$ cat src/rtl/branch_resolve.sv
// Branch resolution unit for the decode stage.
// Picks each branch operand from the register file, the immediate or a
// forwarding source, evaluates the branch condition, stalls while a chosen
// forwarding source is not ready, and issues a registered one-cycle redirect.
module branch_resolve #(
    parameter int NUM_BITS = 32,
    parameter int NUM_FWD  = 2,
    parameter int CNT_BITS = 16
) (
    input  logic                        clk,
    input  logic                        rst_n,
    input  logic                        valid_in,
    input  logic [2:0]                  br_op,
    input  logic [NUM_BITS-1:0]         rs_data,
    input  logic [NUM_BITS-1:0]         rt_data,
    input  logic [NUM_FWD-1:0]          rs_fwd_sel,
    input  logic [NUM_FWD-1:0]          rt_fwd_sel,
    input  logic [NUM_FWD*NUM_BITS-1:0] fwd_data,
    input  logic [NUM_FWD-1:0]          fwd_ready,
    input  logic                        use_imm,
    input  logic [NUM_BITS-1:0]         sign_ext_imm,
    input  logic [NUM_BITS-1:0]         pc_plus4,
    input  logic                        clr_cnt,
    output logic                        stall_out,
    output logic                        redirect_valid,
    output logic [NUM_BITS-1:0]         redirect_target,
    output logic [CNT_BITS-1:0]         br_count,
    output logic [CNT_BITS-1:0]         taken_count
);

    typedef enum logic [1:0] {IDLE, WAIT, FLUSH} state_t;

    localparam logic [CNT_BITS-1:0] CNT_MAX = {CNT_BITS{1'b1}};

    state_t state, state_next;

    logic [NUM_BITS-1:0] op_a, op_b;
    logic                a_pend, b_pend;
    logic                taken;
    logic                active, pending, resolve;
    logic [NUM_BITS-1:0] target;

    // Operand select: the lowest set select bit wins, so scan from the top down.
    always_comb begin
        op_a   = rs_data;
        a_pend = 1'b0;
        op_b   = rt_data;
        b_pend = 1'b0;
        for (int i = NUM_FWD - 1; i >= 0; i--) begin
            if (rs_fwd_sel[i]) begin
                op_a   = fwd_data[i*NUM_BITS +: NUM_BITS];
                a_pend = ~fwd_ready[i];
            end
            if (rt_fwd_sel[i]) begin
                op_b   = fwd_data[i*NUM_BITS +: NUM_BITS];
                b_pend = ~fwd_ready[i];
            end
        end
        if (use_imm) begin
            op_b   = sign_ext_imm;
            b_pend = 1'b0;
        end
    end

    // Branch condition; the zero-compare ops look only at operand 1 as signed.
    always_comb begin
        taken = 1'b0;
        case (br_op)
            3'b000:  taken = (op_a == op_b);
            3'b001:  taken = (op_a != op_b);
            3'b010:  taken = op_a[NUM_BITS-1] | (op_a == '0);
            3'b011:  taken = ~op_a[NUM_BITS-1] & (op_a != '0);
            3'b100:  taken = op_a[NUM_BITS-1];
            3'b101:  taken = ~op_a[NUM_BITS-1];
            3'b110:  taken = 1'b1;
            default: taken = 1'b0;
        endcase
    end

    assign target    = pc_plus4 + {sign_ext_imm[NUM_BITS-3:0], 2'b00};
    assign active    = valid_in & (state != FLUSH);
    assign pending   = a_pend | b_pend;
    assign resolve   = active & ~pending;
    assign stall_out = rst_n & active & pending;

    // Redirect is a straight decode of the FLUSH state, so it is registered.
    assign redirect_valid = (state == FLUSH);

    // Next-state logic; the FLUSH slot is squashed so always falls back to IDLE.
    always_comb begin
        state_next = IDLE;
        case (state)
            IDLE, WAIT: begin
                if (active && pending)
                    state_next = WAIT;
                else if (resolve && taken)
                    state_next = FLUSH;
                else
                    state_next = IDLE;
            end
            default: state_next = IDLE;
        endcase
    end

    // State register.
    always_ff @(posedge clk or negedge rst_n) begin
        if (!rst_n)
            state <= IDLE;
        else
            state <= state_next;
    end

    // Target register only follows taken resolves.
    always_ff @(posedge clk or negedge rst_n) begin
        if (!rst_n)
            redirect_target <= '0;
        else if (resolve && taken)
            redirect_target <= target;
    end

    // Saturating performance counters; clear beats a coincident resolve.
    always_ff @(posedge clk or negedge rst_n) begin
        if (!rst_n) begin
            br_count    <= '0;
            taken_count <= '0;
        end else if (clr_cnt) begin
            br_count    <= '0;
            taken_count <= '0;
        end else if (resolve) begin
            if (br_count != CNT_MAX)
                br_count <= br_count + 1'b1;
            if (taken && (taken_count != CNT_MAX))
                taken_count <= taken_count + 1'b1;
        end
    end

endmodule

$ cat config.mk
export PLATFORM = sky130hd
export DESIGN_NAME = branch_resolve
export DESIGN_NICKNAME = d
export VERILOG_FILES = /design/src/rtl/branch_resolve.sv
export SDC_FILE = /design/constraint.sdc
export NUM_CORES = 1
export LEC_CHECK = 0
export ABC_AREA = 1
export CAP_MARGIN = 5
export CORE_MARGIN = 4
export CORE_UTILIZATION = 48
export CTS_BUF_LIST = sky130_fd_sc_hd__clkbuf_8
export DETAILED_ROUTE_END_ITERATION = 7
export GPL_ROUTABILITY_DRIVEN = 0
export GPL_TIMING_DRIVEN = 0
export PLACE_DENSITY = 0.85
export SLEW_MARGIN = 10
export SYNTH_ARGS = -nofsm -noshare
export SYNTH_HDL_FRONTEND = slang
export SYNTH_SLANG_ARGS = --single-unit
$ cat constraint.sdc
create_clock -name clk -period 3.55 [get_ports clk]
set_input_delay 0.71 -clock clk [delete_from_list [all_inputs] [get_ports clk]]
set_output_delay 0.71 -clock clk [all_outputs]
set_load 0.05 [all_outputs]
==> run metrics <==
post-synth top area cell nand2_1; Pwr Density 352 mW/mm²; # H-tree levels 3; nature of the critical path endpoint output port; Clock Latency Late Sink 0.36 ns; CP arrival 2.62 ns; Gate power share 53.0%; ys flop type dfrtp_1; die extent in y 134 µm; Slew @ Worst Pin 0.547 ns; Routed WL per cell 15.9 µm; final net count 1871; Cell variety after synth 41; Vias/cell 5.35; detailed-route DRC error count 0; mapped cell area 0.00765 mm²; timing-limited maximum frequency 300 MHz; pin count of the biggest net entering global routing 63; P_leak 0.00558 µW; worst r2r path cells 15; synthesis warning total 0; total power 3820 µW; synth cell count leaders 570 x nand2_1, 158 x inv_1, 128 x nand3_1, 82 x nor2_1, 71 x a21oi_1; Most Crowded Layer GR met2; starting density of the core 49.6%; maxcap violations 0; WL final 29.4 mm; Post-Syn Nets 1592; Slew Viols, Final 0; CTS buffer count 9; Critical Path RT 2.84 ns; non-filler cells in the finished layout 1849; clock power share 21.2%; M1 GR Usage 40.1%; clock-pin slew on the worst setup and hold paths 0.08 ns; Crit path buffers/inverters 6; DP Cell Count 1833; critical path launch point type input port; grt total ovfl 0; DR vias 9891; Crit Path Max Fanout 10; top cells by area, synth nand2_1 28%, dfrtp_1 22%, nand3_1 8.4%; cells after synthesis 1354; max_slew headroom 63.4%; fillers 1386; Post-synth EDFFs 0; layout cells sized above 1 4.88%; met2 global-route usage 52.2%; initial antenna violation count 0; Synth top area share 28.0%; CP max stage cell dlygate4sd2_1; Sw Pwr 1670 µW; setup ws final 0.215 ns; total core area 0.0154 mm²; multi-input logic area 0.00510 mm²; cell with the most instances after synthesis nand2_1; Root Buffer clkbuf_8; dpl ws -0.0578 ns; Cell Rows 45; GR Util met3 6.64%; clk_skew 0.00918 ns; final hold vios 0; Post-CTS Setup Bufs 0; number of global-route vias before repair 9287; number of I/O pins 272; sequential share of power 25.7%; Reg area 0.00165 mm²; ANT nets after route 0; Max VDD drop 0.405 mV; sequential area share after synthesis 21.6%; Clock Tree Buf Depth 2; outcome completed; Setup violations, final 0; first drt pass iteration count 5; first-pass GRT wire length 45.5 mm; GRT Util Overall 31.2%; fin crit share 93.9%; Avg Synthesized Cell Area 5.65 µm²; Int Pwr 2150 µW; die area 0.0180 mm²; RR Startpoint taken_count[0]$_DFFE_PN0P_; Initial DRC Count 883; CTS tree yes; setup slack, reg-to-reg 0.91 ns; crit-path max cell delay 0.54 ns; WS Path Type in -> out; RSZ-0062 raised after global routing false; asr flop ratio synth 100%; HPWL after DPL 24.0 mm; number of port buffers 267; top cell family by delay on the critical path buffers and inverters; # resized after CTS 1; critical path, cell by cell clkdlybuf4s50_1, inv_2, buf_4, buf_4, o21ai_1, nand2_1, nand2_1, inv_1, nor2_1, dlygate4sd2_1; Hold Crit Class in -> async; CTS Hold Bufs 0; min Tclk post-route 3.33 ns; # clock sinks 66; Area Growth Syn to Fin 42.0%; r2r endpoint taken_count[15]$_DFFE_PN0P_; Antenna Cells 0; Die W 134 µm; Yosys reg bits 66; Sw Share 43.8%; Layout Utilization 70.4%
[power by group through the flow]
stage	logic, µW	registers [µW]	clock network (µW)
after floorplan	703	1490	0
after global placement	1970	987	0
after detailed placement	2000	990	0
after CTS	2010	981	819
after global routing	2170	996	852
final	2030	983	811
[cells by family after synthesis]
logic type / share of synthesized area [%]
adder cells (fa/ha/maj): 5.33
flip-flops: 21.6
XOR/XNOR: 3.66
AO/OA/AOI/OAI: 10.7
AND/OR/NAND/NOR: 46.9
buffers and inverters: 11.8
[per-stage QoR]
stage               instance area (µm²)  setup TNS, ns  hold slack (ns)
floorplan                          7650              0            0.414
global placement                  10600         -34.23            0.443
detailed placement                10600        -0.0578            0.445
CTS                               10900              0            0.139
global route                      10900              0            0.135
finish                            10900              0            0.144
[layer usage]
| metal | vias to the layer above | wire (µm) |
|---|---|---|
| li1 | 4833 | - |
| met1 | 4450 | 11800 |
| met2 | 525 | 13500 |
| met3 | 83 | 3040 |
| met4 | 0 | 1020 |
| met5 | - | 0 |
[state kept, by name, indices dropped and copies added, names as in the netlist]
register and cells:
br_count 16, redirect_target 32, state 2, taken_count 16
[placed cells by master, fill, tap and decap left out, types with 6 or more instances in the layout]
master,Yosys,routed
a21o_1,7,7
a21oi_1,71,71
a31oi_1,7,7
buf_2,24,24
buf_4,17,18
clkbuf_1,8,8
clkbuf_8,0,10
clkdlybuf4s50_1,0,265
dfrtp_1,66,66
ha_1,31,31
inv_1,158,158
inv_2,7,7
nand2_1,570,570
nand3_1,128,128
nand4_1,10,10
nor2_1,82,82
nor3_1,16,16
nor3b_1,6,6
o21ai_0,22,22
o21ai_1,37,37
or2_0,6,6
or2_1,16,16
xnor2_1,18,18
xor2_1,14,14
[area by class of cell]
| class | instances | share of cell area [%] |
|---|---|---|
| clock inverters | 6 | 1.04 |
| well taps | 211 | 2.43 |
| multi-input cells | 1072 | 46.9 |
| repair buffers | 268 | 24.8 |
| clock buffers | 10 | 1.27 |
| flip-flops and latches | 66 | 15.2 |
| plain buffers | 49 | 2.56 |
| inverters | 167 | 5.77 |
[how the worst max path moves through the flow]
stage | from | endpoint | slack (ns) | depth (start not counted)
global route | rs_fwd_sel[0] | stall_out | 0.15 | 10
CTS | rs_fwd_sel[0] | stall_out | 0.22 | 10
detailed placement | rs_fwd_sel[0] | stall_out | -0.06 | 10
global placement | rst_n | stall_out | -1.70 | 4
finish | rs_fwd_sel[0] | stall_out | 0.22 | 10
floorplan | rt_fwd_sel[1] | stall_out | 0.86 | 8
No activity file was read; power rests on OpenSTA's default activity.
==> edit, RTL diff (config.mk and constraints unchanged) <==
Make the reset (`rst_n`) synchronous in 3 clocked blocks.
--- a/src/rtl/branch_resolve.sv
+++ b/src/rtl/branch_resolve.sv
@@ -103,7 +103,7 @@
     end
 
     // State register.
-    always_ff @(posedge clk or negedge rst_n) begin
+    always_ff @(posedge clk) begin
         if (!rst_n)
             state <= IDLE;
         else
@@ -111,7 +111,7 @@
     end
 
     // Target register only follows taken resolves.
-    always_ff @(posedge clk or negedge rst_n) begin
+    always_ff @(posedge clk) begin
         if (!rst_n)
             redirect_target <= '0;
         else if (resolve && taken)
@@ -119,7 +119,7 @@
     end
 
     // Saturating performance counters; clear beats a coincident resolve.
-    always_ff @(posedge clk or negedge rst_n) begin
+    always_ff @(posedge clk) begin
         if (!rst_n) begin
             br_count    <= '0;
             taken_count <= '0;
Behaviour: differs if rst_n is asserted again (counterexample within 4 cycles, from zero or initial values and one cycle with rst_n low); with rst_n held inactive, the same outputs for 10 cycles.
==> edit against the unedited design <==
- sequential cell count unchanged
- final cell count shrank 0.70%
- wire length shrank 0.19%
- sequential share of layout area decreased by 2.6 points
- largest cell class unchanged
- power shrank 30%
- final area is 3.8% lower
- synthesized area is 4.4% lower
- sequential power decreased by 21%
- synthesized cell count increased by 1.0%
- setup slack got worse by 0.12 ns
- core utilization grew 0.38 points
==> edit: results (changes against the unedited design) <==
- Library cells used by synthesis: 37 (-9.8%)
- Registers with the most flip-flops: redirect_target: 32 flops, br_count: 16 flops, taken_count: 16 flops
- Asr flop ratio synth: 0% (-100 points)
- FF-to-FF setup slack: 1.24 ns (+0.33 ns)
- 1st-iter DRT viols: 1019 (+15%)
- Worst rel slew slack: 62.39% (-1.0 points)
- CTS root buf: clkbuf_8
- Num CTS Buffers: 9 (unchanged)
- Top cells by count, synth: 520 x nand2_1, 163 x inv_1, 158 x nor2_1, 130 x nand3_1, 78 x a21oi_1
- Nets: 1884 (+0.69%)
- Worst-skew pair later-pin latency: 0.35 ns
- Hold Crit Class: register to register
- Wire length per cell: 15.97 um (+0.51%)
- DP Wirelength: 24260 um (+0.87%)
- # port buffers: 267 (unchanged)
- CP arrival: 2.75 ns (+0.13 ns)
- Register area share after synthesis: 18.06% (-3.5 points)
- 1st-pass router iterations: 6 (+1)
- GRT Total Usage: 32.34% (+1.1 points)
- Antenna violations before repair: 1 (+1)
- CP Max Fanout: 10 (unchanged)
- Max VDD drop: 0.3250 mV (-20%)
- Leakage Power: 5.051 nW (-9.5%)
- First-pass GRT wire length: 45970 um (+0.97%)
- Vias in the first global route: 9162 (-1.3%)
- Number of instances resized during post-cts repair: 3 (+2)
- YS warnings: 0 (unchanged)
- Fillers: 1345 (-3.0%)
- Largest net degree at the start of global routing: 13 (-79%)
- Vias per cell: 5.445 (+1.8%)
- DRC: 0 (unchanged)
- Setup bufs post-CTS: 0 (unchanged)
- Hold_ws: 0.4580 ns (+0.3138 ns)
- Clock skew: 0.01527 ns (+0.006083 ns)
- Max H-tree Level: 3 (unchanged)
- Share of layout cells above drive strength 1: 4.179% (-0.70 points)
- Synth top area cells: nand2_1 27%, dfxtp_1 18%, nand3_1 8.9%, inv_1 8.4%, nor2_1 8.1%
- Clock slew at reported path FFs: 0.07 ns
- Longest Clk Path Bufs: 2 (unchanged)
- Top_reg_cell synth: dfxtp_1
- Status: complete, no violations
- Synth Net Count: 1606 (+0.88%)
## edit: final timing paths
| kind | start | endpoint | cells past startpoint |
|---|---|---|---|
| worst max-delay path | rt_fwd_sel[0] | stall_out | 9 |
| worst min-delay path | state[1] | state[0] | 1 |
| worst max register to register | br_count[0] | br_count[10] | 11 |
| worst min register to register | state[1] | state[0] | 1 |
## edit: area by class of cell
class | count | area [sq um] | area share, %
multi-input combinational | 1084 | 5046 | 48.31
timing repair buffer | 267 | 2674 | 25.60
inverter | 168 | 640.6 | 6.133
sequential | 66 | 1321 | 12.65
tap | 184 | 230.2 | 2.204
antenna | 1 | 2.502 | 0.02396
clock buffer | 9 | 123.9 | 1.186
clock inverter | 7 | 93.84 | 0.8984
buffer | 50 | 312.8 | 2.995
## edit: per-stage QoR
| step | worst slack (ns) | instances | setup TNS, ns |
|---|---|---|---|
| floorplan | 0.5983 | 1368 | 0 |
| global placement | -0.3517 | 1819 | -0.3668 |
| detailed placement | -0.3778 | 1819 | -0.4236 |
| CTS | 0.04852 | 1835 | 0 |
| global route | 0.02918 | 1836 | 0 |
| finish | 0.09267 | 1836 | 0 |
## edit: where the power goes
group          internal [mW]  leakage (nW)  total (mW)  switching, mW
logic                  0.511          4.41        1.21          0.699
clock network          0.395         0.111       0.700          0.305
registers              0.767         0.535       0.781         0.0145
## edit: kinds of logic (layout without fill, tap and decap cells)
| logic type | Yosys count | count (layout) | share of synthesized area, % |
|---|---|---|---|
| AO/OA/AOI/OAI | 156 | 156 | 11.23 |
| adder cells (fa/ha/maj) | 32 | 32 | 5.575 |
| flip-flops | 66 | 66 | 18.06 |
| buffers and inverters | 218 | 501 | 13.03 |
| XOR/XNOR | 31 | 31 | 3.711 |
| other | 0 | 1 | 0 |
| AND/OR/NAND/NOR | 865 | 865 | 48.39 |
## edit: critical path, stage by stage
cell	delay, ns
clkdlybuf4s50_1	0.53
inv_2	0.11
buf_2	0.21
o21ai_0	0.10
o21ai_0	0.13
o21ai_2	0.25
nand2_1	0.11
nor2_1	0.18
clkdlybuf4s15_2	0.40
## edit: metal layers
| metal | up-vias | global-route usage (%) | wire length [um] |
|---|---|---|---|
| met3 | 78 | 6.881 | 3404 |
| met5 | - | 0 | 0 |
| met1 | 4430 | 41.68 | 11640 |
| met2 | 606 | 54.56 | 13350 |
| li1 | 4883 | - | - |
| met4 | 0 | 9.510 | 935 |
